### src/rtl/ifu_fetch_pkg.sv
// =============================================================================
// Module      : ifu_fetch_pkg
// Description : Shared next-PC select codes and helpers for the fetch stage.
// Revision    : 1.0 - initial release
// =============================================================================
`default_nettype none

package ifu_fetch_pkg;

    typedef enum logic [2:0] {
        NPC_PLUS4  = 3'b000,
        NPC_BRANCH = 3'b001,
        NPC_JUMP   = 3'b010,
        NPC_JALR   = 3'b100
    } npc_op_e;

    localparam logic [31:0] C_PC_STEP = 32'd4;

    function automatic logic [31:0] word_align(input logic [31:0] addr);
        return {addr[31:2], 2'b00};
    endfunction

endpackage

`default_nettype wire

### src/rtl/ifu_npc_calc.sv
// =============================================================================
// Module      : ifu_npc_calc
// Description : Combinational next-PC target from the decoder's select code.
// Revision    : 1.0 - initial release
// =============================================================================
`default_nettype none

module ifu_npc_calc
    import ifu_fetch_pkg::*;
(
    input  logic [31:0] pc_i,
    input  logic [2:0]  npc_op_i,
    input  logic [31:0] imm_i,
    input  logic [31:0] alu_out_i,
    output logic [31:0] next_pc_o
);

    always_comb begin
        next_pc_o = pc_i + C_PC_STEP;
        case (npc_op_i)
            NPC_BRANCH,
            NPC_JUMP:   next_pc_o = pc_i + imm_i;
            NPC_JALR:   next_pc_o = {alu_out_i[31:1], 1'b0};
            default:    next_pc_o = pc_i + C_PC_STEP;
        endcase
    end

endmodule

`default_nettype wire

### src/rtl/ifu_fetch.sv
// =============================================================================
// Module      : ifu_fetch
// Description : PC owner and single-word req/ack fetch FSM feeding decode.
//               Optional IFU_MISALIGN_TRAP_EN: misaligned target traps.
// Revision    : 1.0 - initial release
// =============================================================================
`default_nettype none

module ifu_fetch
    import ifu_fetch_pkg::*;
#(
    parameter logic [31:0] RESET_PC  = 32'h0000_0000,
    parameter logic [31:0] NOP_INSTR = 32'h0000_0013
) (
    input  logic        clk,
    input  logic        rst,
    input  logic [2:0]  npc_op,
    input  logic [31:0] imm,
    input  logic [31:0] alu_out,
    input  logic        commit,
    output logic        imem_req,
    output logic [31:0] imem_addr,
    input  logic [31:0] imem_rdata,
    input  logic        imem_ack,
    output logic [31:0] instr,
    output logic        instr_valid,
    output logic [31:0] pc,
    output logic [31:0] pc_plus4,
    output logic        misalign
);

    typedef enum logic [1:0] {
        ST_BOOT  = 2'd0,
        ST_FETCH = 2'd1,
`ifdef IFU_MISALIGN_TRAP_EN
        ST_EXEC  = 2'd2,
        ST_TRAP  = 2'd3
`else
        ST_EXEC  = 2'd2
`endif
    } state_e;

    state_e      state_q, state_d;
    logic [31:0] pc_q, pc_d;
    logic [31:0] instr_q, instr_d;
    logic [31:0] next_pc_w;

    ifu_npc_calc u_npc_calc (
        .pc_i      (pc_q),
        .npc_op_i  (npc_op),
        .imm_i     (imm),
        .alu_out_i (alu_out),
        .next_pc_o (next_pc_w)
    );

`ifdef IFU_MISALIGN_TRAP_EN
    logic misalign_q, misalign_d;

    always_ff @(posedge clk) begin
        if (rst) misalign_q <= 1'b0;
        else     misalign_q <= misalign_d;
    end

    assign misalign = misalign_q;
`else
    assign misalign = 1'b0;
`endif

    always_ff @(posedge clk) begin
        if (rst) begin
            state_q <= ST_BOOT;
            pc_q    <= RESET_PC;
            instr_q <= NOP_INSTR;
        end else begin
            state_q <= state_d;
            pc_q    <= pc_d;
            instr_q <= instr_d;
        end
    end

    always_comb begin
        state_d = state_q;
        pc_d    = pc_q;
        instr_d = instr_q;
`ifdef IFU_MISALIGN_TRAP_EN
        misalign_d = misalign_q;
`endif
        case (state_q)
            ST_BOOT:  state_d = ST_FETCH;
            ST_FETCH: begin
                if (imem_ack) begin
                    instr_d = imem_rdata;
                    state_d = ST_EXEC;
                end
            end
            ST_EXEC: begin
                if (commit) begin
`ifdef IFU_MISALIGN_TRAP_EN
                    // PC stays on the faulting instruction for the trap handler
                    if (next_pc_w[1:0] != 2'b00) begin
                        misalign_d = 1'b1;
                        state_d    = ST_TRAP;
                    end else begin
                        pc_d    = next_pc_w;
                        state_d = ST_FETCH;
                    end
`else
                    pc_d    = word_align(next_pc_w);
                    state_d = ST_FETCH;
`endif
                end
            end
`ifdef IFU_MISALIGN_TRAP_EN
            ST_TRAP:  state_d = ST_TRAP;
`endif
            default:  state_d = ST_BOOT;
        endcase
    end

    assign imem_req    = (state_q == ST_FETCH);
    assign imem_addr   = pc_q;
    assign instr_valid = (state_q == ST_EXEC);
    assign instr       = instr_valid ? instr_q : NOP_INSTR;
    assign pc          = pc_q;
    assign pc_plus4    = pc_q + C_PC_STEP;

endmodule

`default_nettype wire

### config.mk
export PLATFORM = sky130hd
export DESIGN_NAME = ifu_fetch
export DESIGN_NICKNAME = d
export VERILOG_FILES = /design/src/rtl/ifu_fetch_pkg.sv /design/src/rtl/ifu_npc_calc.sv /design/src/rtl/ifu_fetch.sv
export SDC_FILE = /design/constraint.sdc
export NUM_CORES = 1
export LEC_CHECK = 0
export BUFFER_PORTS_ARGS = -buffer_cell sky130_fd_sc_hd__buf_4
export CAP_MARGIN = 40
export CORE_ASPECT_RATIO = 0.9
export CORE_UTILIZATION = 44
export CTS_BUF_LIST = sky130_fd_sc_hd__clkbuf_8 sky130_fd_sc_hd__clkbuf_16
export DETAILED_ROUTE_END_ITERATION = 7
export GPL_TIMING_DRIVEN = 0
export PLACE_DENSITY = 0.87
export SLEW_MARGIN = 20
export SYNTH_ARGS = -nofsm -noshare
export SYNTH_HDL_FRONTEND = slang
export SYNTH_SLANG_ARGS = --single-unit
export TNS_END_PERCENT = 10
### constraint.sdc
create_clock -name clk -period 2.23 [get_ports clk]
set_input_delay 0.1115 -clock clk [delete_from_list [all_inputs] [get_ports clk]]
set_output_delay 0.1115 -clock clk [all_outputs]
set_load 0.01 [all_outputs]
==> results.yml, run 1 <==
run_status:
  outcome: "finished with violations"
  violations: "negative setup slack"
worst_setup_path:
  critPathLaunchType: "flop"
  critPathTopFamily: "compound AO/OA/AOI/OAI gates"
  crit_slowest_cell: "dfxtp_4"
  crit_buf_inv: 2
  end_kind: "flop"
  critPathMaxFanout: 3
  cp_common_cell: "o31a_1"
  crit_chain: "ha_4 > inv_2 > fa_2 > nor2b_2 > o31a_1 > o31a_1 > buf_4 > o21ai_4 > a31oi_4 > or3_1 > nand4_1 > a31oi_1"
  critical_path_class: "reg -> reg"
  slowest_delay_ns: 0.36
  required_ns: 2.41
  arrival_ns: 2.71
clock_tree:
  cts.htree.levels: 3
  cts_buffer_depth: 2
  cts_made_buffers: 9
  cts_tree: "yes"
  clock_latency_ns: 0.33
  clk_transition_reported_paths_ns: 0.07
  cts-root-buf: "clkbuf_16"
  cts_sinks: 64
detailed_routing:
  antenna_left: 0
  wl_per_cell_um: 17.3
  drc_errors: 0
  vias_per_cell: 5.70
  wirelength_mm: 20.1
  dr.first_iter.drc_count: 641
  dr.pass1.iters: 5
  vias: 6622
timing:
  setup_tns_ns: -3.84
  hold_viol_final: 0
  skew_ns: 0.0112
  relSlewSlack_pct: 46.3
  maxSlewViolCount: 0
  rsz0062_at_grt: "yes"
  fin_crit_sh_pct: 114
  period_needed_ns: 2.53
  max_clock_freq_ghz: 0.395
  layout_setup_ws_ns: -0.302
  setup_viol: 25
  worst_pin_slew_ns: 0.804
die:
  dieArea_um2: 12900
  io_pins: 234
  start_util_pct: 45.2
  core_area_um2: 12100
  num_rows: 38
  die_x_um: 119
  die_h_um: 108
placed_design:
  finalWeightedCongestion: 0.927
  hpwlAfterDp_mm: 14.8
  portBuffers: 222
global_route:
  grtUsageTotal_pct: 29.7
  grt_pass1_wl_mm: 30.0
  grt_pass1_vias: 5939
  antenna_found_initial: 0
  grt_start_max_net_pins: 14
  grt-ovfl-total: 0
yosys:
  yosys.area.top_type: "dfxtp_1"
  synth.area.top_cells: "dfxtp_1 23%, nand2_1 7.4%, ha_1 6.9%, a21oi_1 6.3%, buf_4 5.1%"
  synth_compound_area_share_pct: 25.1
  synth_ff_type: "dfxtp_1"
  synth_cells: 747
  synth_cell_types: 63
  synth-xor-area-share_pct: 7.68
  synthSimpleGateAreaFrac_pct: 27.0
  syn_area_um2: 5460
  ys_warn_count: 0
  ys_ff_latch: 64
  async_flop_share_pct: 0
  synthMuxAreaShare_pct: 0
  synth_top_family_by_area: "simple AND/OR/NAND/NOR gates"
  yosysTopAreaCellShare_pct: 23.5
  synth_fa_ha_area_share_pct: 7.25
  seq_area_frac_synth_pct: 23.5
  synth_edf_count: 0
  syn_avg_cell_area_um2: 7.30
pwr:
  power_density_nw_per_um2: 430
  power_mw: 3.51
  p_leak_nw: 3.73
  ir_drop_uv: 364
finish:
  diodes: 0
  final_nets: 1130
  drive_gt1_share_pct: 38.1
  area_growth_pct: 49.7
min_path:
  hold_class: "in -> reg"
job:
  cap_violations: 0
## path summary, 6_finish.rpt
kind | slack [ns] | to | start | depth (start not counted)
setup / recovery | -0.30 | imem_addr[26] | imem_addr[2] | 12
hold / removal | 0.02 | instr_q[1] | imem_rdata[1] | 3
setup reg to reg | -0.30 | imem_addr[26] | imem_addr[2] | 12
hold reg to reg | 0.45 | instr_q[28] | instr_q[28] | 2
## registers in the layout, summed over array words and instances, names as in the netlist
register / count
instr_q: 32
imem_addr: 30
state_q: 2
## synthesized netlist by cell type (5+ instances only)
library cell / number
ha_1: 30
clkbuf_1: 41
o21ai_1: 11
dfxtp_1: 64
a22oi_1: 5
a211oi_1: 19
xor2_1: 23
or3_1: 5
a21o_1: 14
nor2_1: 63
a221o_1: 8
a21oi_1: 69
o21ai_0: 26
buf_4: 37
inv_1: 13
nand2_1: 108
xnor2_1: 23
and2_1: 33
nand4_1: 10
nor3_1: 16
and3_1: 8
o21a_1: 7
nand2b_1: 5
nor2b_1: 5
nand3_1: 21
a221oi_1: 15
## tightest hold or removal path, stage by stage
cell and delay [ns]:
buf_4 0.08, nand2_1 0.04, nand3b_1 0.07
## cell type report
| class | instances | area [µm²] |
|---|---|---|
| multi-input cells | 592 | 4030 |
| fillers | 1027 | 3910 |
| repair buffers | 240 | 1820 |
| flip-flops and latches | 64 | 1340 |
| plain buffers | 76 | 435 |
| clock buffers | 9 | 225 |
| well taps | 160 | 200 |
| clock inverters | 7 | 78.8 |
| inverters | 13 | 48.8 |
## timing repair
item                                    CTS  global route
endpoints found under the setup margin   42            41
gates resized for setup                  58            37
cloned                                    0             0
hold buffers                              1             0
pin swaps                                24            13
endpoints found under the hold margin     1             0
setup buffers                             9             7
## where the power goes
part	internal, mW	leakage [nW]	switching (mW)
sequential	1.18	0.535	0.0517
combinational	0.392	3.06	0.445
clock	0.875	0.139	0.567
## cells in the final DEF (no fill, tap or decap), types with 4 or more instances in the layout
| cell | Yosys | layout |
|---|---|---|
| a211oi_1 | 19 | 16 |
| a21o_1 | 14 | 14 |
| a21oi_1 | 69 | 65 |
| a21oi_2 | 1 | 4 |
| a221o_1 | 8 | 8 |
| a221oi_1 | 15 | 13 |
| a22oi_1 | 5 | 5 |
| and2_1 | 33 | 32 |
| and3_1 | 8 | 7 |
| buf_4 | 37 | 273 |
| clkbuf_1 | 41 | 33 |
| clkbuf_16 | 0 | 9 |
| conb_1 | 1 | 7 |
| dfxtp_1 | 64 | 41 |
| dfxtp_2 | 0 | 13 |
| dfxtp_4 | 0 | 10 |
| ha_1 | 30 | 19 |
| ha_4 | 0 | 10 |
| inv_1 | 13 | 10 |
| nand2_1 | 108 | 108 |
| nand2b_1 | 5 | 5 |
| nand3_1 | 21 | 20 |
| nand3b_1 | 4 | 4 |
| nand4_1 | 10 | 10 |
| nor2_1 | 63 | 63 |
| nor3_1 | 16 | 15 |
| o21a_1 | 7 | 6 |
| o21ai_0 | 26 | 16 |
| o21ai_1 | 11 | 16 |
| o21ai_2 | 0 | 4 |
| o21bai_1 | 4 | 4 |
| o22ai_1 | 4 | 4 |
| or3_1 | 5 | 5 |
| xnor2_1 | 23 | 20 |
| xnor2_2 | 1 | 4 |
| xor2_1 | 23 | 22 |
## cell families (layout without fill, tap and decap cells)
logic type      count (synthesis)  after routing
compound gates                209            209
xor+xnor                       47             47
fa+ha+maj                      31             31
buf+inv                        97            345
flops                          64             64
other cells                     1              7
simple gates                  298            298
## metrics by stage
stage	std cells	setup slack [ns]	instance area [µm²]	hold WS, ns	util (%)
after floorplan	753	-0.0816	5500	0.236	-
after global placement	1135	-0.456	7360	0.331	61.0
after detailed placement	1136	-0.496	7370	0.332	61.0
after CTS	1159	-0.291	7970	0.0114	66.0
after global routing	1161	-0.351	8170	0.0190	67.6
final	1161	-0.302	8170	0.0175	67.6
## layer usage
metal / GRT usage [%] / wire (µm)
met3: 6.14 / 1700
met5: 0 / 0
met1: 36.7 / 8180
met4: 11.8 / 594
met2: 50.5 / 9660
(Power assumes the default switching activity.)
==> run 2, diff against run 1 <==
- CORE_ASPECT_RATIO: 0.9 -> 2
- MAX_ROUTING_LAYER: unset -> met4
==> results.yml, run 2 (same netlist as run 1, synthesis figures left out) <==
pwr:
  p_leak_nw: 3.82
  power_mw: 3.65
  ir_drop_uv: 581
  power_density_nw_per_um2: 438
clock_tree:
  clock_latency_ns: 0.34
  cts.htree.levels: 3
  cts-root-buf: "clkbuf_16"
  cts_tree: "yes"
  cts_buffer_depth: 2
  cts_made_buffers: 9
  clk_transition_reported_paths_ns: 0.06
  cts_sinks: 64
finish:
  top_register: "instr_q"
  area_growth_pct: 52.7
  layout_common_cells: "286 x buf_4, 108 x nand2_1, 65 x a21oi_1, 62 x nor2_1, 42 x dfxtp_1"
  drive_gt1_share_pct: 39.9
  final_cells: 1167
  final_cell_area_um2: 8330
  final_nets: 1148
  layout_commonest_cell: "buf_4"
  largest_reg_flops: 32
global_route:
  grt-ovfl-total: 0
  grt_pass1_wl_mm: 34.6
  grtUsageTotal_pct: 36.6
  grt_start_max_net_pins: 14
  grt_pass1_vias: 6749
  antenna_found_initial: 1
placed_design:
  finalWeightedCongestion: 0.987
  place_ws_ns: -0.539
  portBuffers: 222
  dp_cells: 1123
  hpwlAfterDp_mm: 16.3
  post_dp_cell_area_um2: 7350
die:
  num_rows: 57
  core_area_um2: 12100
  start_util_pct: 45.0
  die_h_um: 159
  die_x_um: 80.7
  dieArea_um2: 12900
  io_pins: 234
timing:
  max_clock_freq_ghz: 0.411
  layout_setup_ws_ns: -0.201
  setup_viol: 25
  rsz0062_at_grt: "yes"
  fin_crit_sh_pct: 109
  relSlewSlack_pct: 48.2
  fin_hold_ws_ns: 0.0157
  skew_ns: 0.00714
  maxSlewViolCount: 0
  worst_pin_slew_ns: 0.776
  period_needed_ns: 2.43
  hold_viol_final: 0
detailed_routing:
  wirelength_mm: 23.1
  dr.pass1.iters: 6
  dr.first_iter.drc_count: 597
  vias_per_cell: 6.01
  antenna_left: 0
  wl_per_cell_um: 19.8
  drc_errors: 0
  vias: 7012
worst_setup_path:
  required_ns: 2.42
  critPathLaunchType: "flop"
  end_kind: "flop"
  slowest_delay_ns: 0.36
  crit_chain: "ha_4 > inv_2 > fa_2 > nor2b_2 > o31a_1 > o31a_1 > o21ai_1 > a31oi_1 > or3_1 > nand4_1 > a31oi_1"
  arrival_ns: 2.62
  critPathMaxFanout: 4
  critical_path_class: "reg -> reg"
  crit_slowest_cell: "dfxtp_4"
run_status:
  violations: "negative setup slack"
  outcome: "finished with violations"
job:
  cap_violations: 0
min_path:
  hold_class: "in -> reg"
-- run 2: cell types whose count changed in the layout (fill, tap and decap cells not counted), moves of 3 or more --
| cell | delta |
|---|---|
| clkbuf_2 | +8 |
| xor2_2 | +3 |
| o21ai_0 | +3 |
| xor2_1 | -3 |
| xnor2_2 | -3 |
| xnor2_1 | +3 |
| o21ai_1 | -4 |
| buf_4 | +13 |
| clkbuf_1 | -6 |
-- run 2: path summary, 6_finish.rpt --
| kind | startpoint | endpoint | slack [ns] | depth (start not counted) |
|---|---|---|---|---|
| min reg2reg | instr_q[15] | instr_q[15] | 0.45 | 2 |
| max | imem_addr[2] | imem_addr[26] | -0.20 | 11 |
| min | imem_rdata[21] | instr_q[21] | 0.02 | 3 |
| max reg2reg | imem_addr[2] | imem_addr[26] | -0.20 | 11 |
-- run 2: metal layers --
layer / global-route usage (%) / vias to the layer above / wire [µm]
met4: 26.9 / 0 / 1830
met5: - / - / 0
met1: 32.8 / 3239 / 7230
met2: 64.3 / 470 / 12100
met3: 8.42 / 164 / 1940
li1: - / 3139 / -
-- run 2: layout make-up --
type                       instances  area [µm²]
tap                              147         184
fill                             937        3790
inverter                          13        48.8
antenna                            1        2.50
multi-input combinational        592        4050
timing repair buffer             256        1940
sequential                        64        1340
clock buffer                      10         250
buffer                            78         453
clock inverter                     6        70.1
-- run 2: worst max-delay path, delay by kind of cell (launching register included) --
| kind | cells | cell delay [ns] |
|---|---|---|
| AOI/OAI and AO/OA | 5 | 1.04 |
| and+or+nand+nor | 3 | 0.47 |
| DFF | 1 | 0.36 |
| adders and majority gates | 2 | 0.36 |
| buffers and inverters | 1 | 0.05 |
-- run 2: report_power, final --
| part | switching [mW] | internal [mW] |
|---|---|---|
| Combinational | 0.470 | 0.404 |
| Clock | 0.594 | 0.946 |
| Sequential | 0.0495 | 1.18 |
-- run 2: timing repair --
action,CTS,global route
resized for setup,71,38
hold buffers,3,0
setup endpoints to repair,44,38
setup buffers,23,7
pin swaps,27,24
endpoints found under the hold margin,3,0
-- run 2: through the flow --
stage          util [%]  setup TNS, ns
2_1_floorplan         -         -0.314
3_3_place_gp       60.6          -8.66
3_5_place_dp       60.7          -9.51
4_1_cts            67.2          -2.87
5_1_grt            68.7          -4.58
6_report           68.7          -2.55
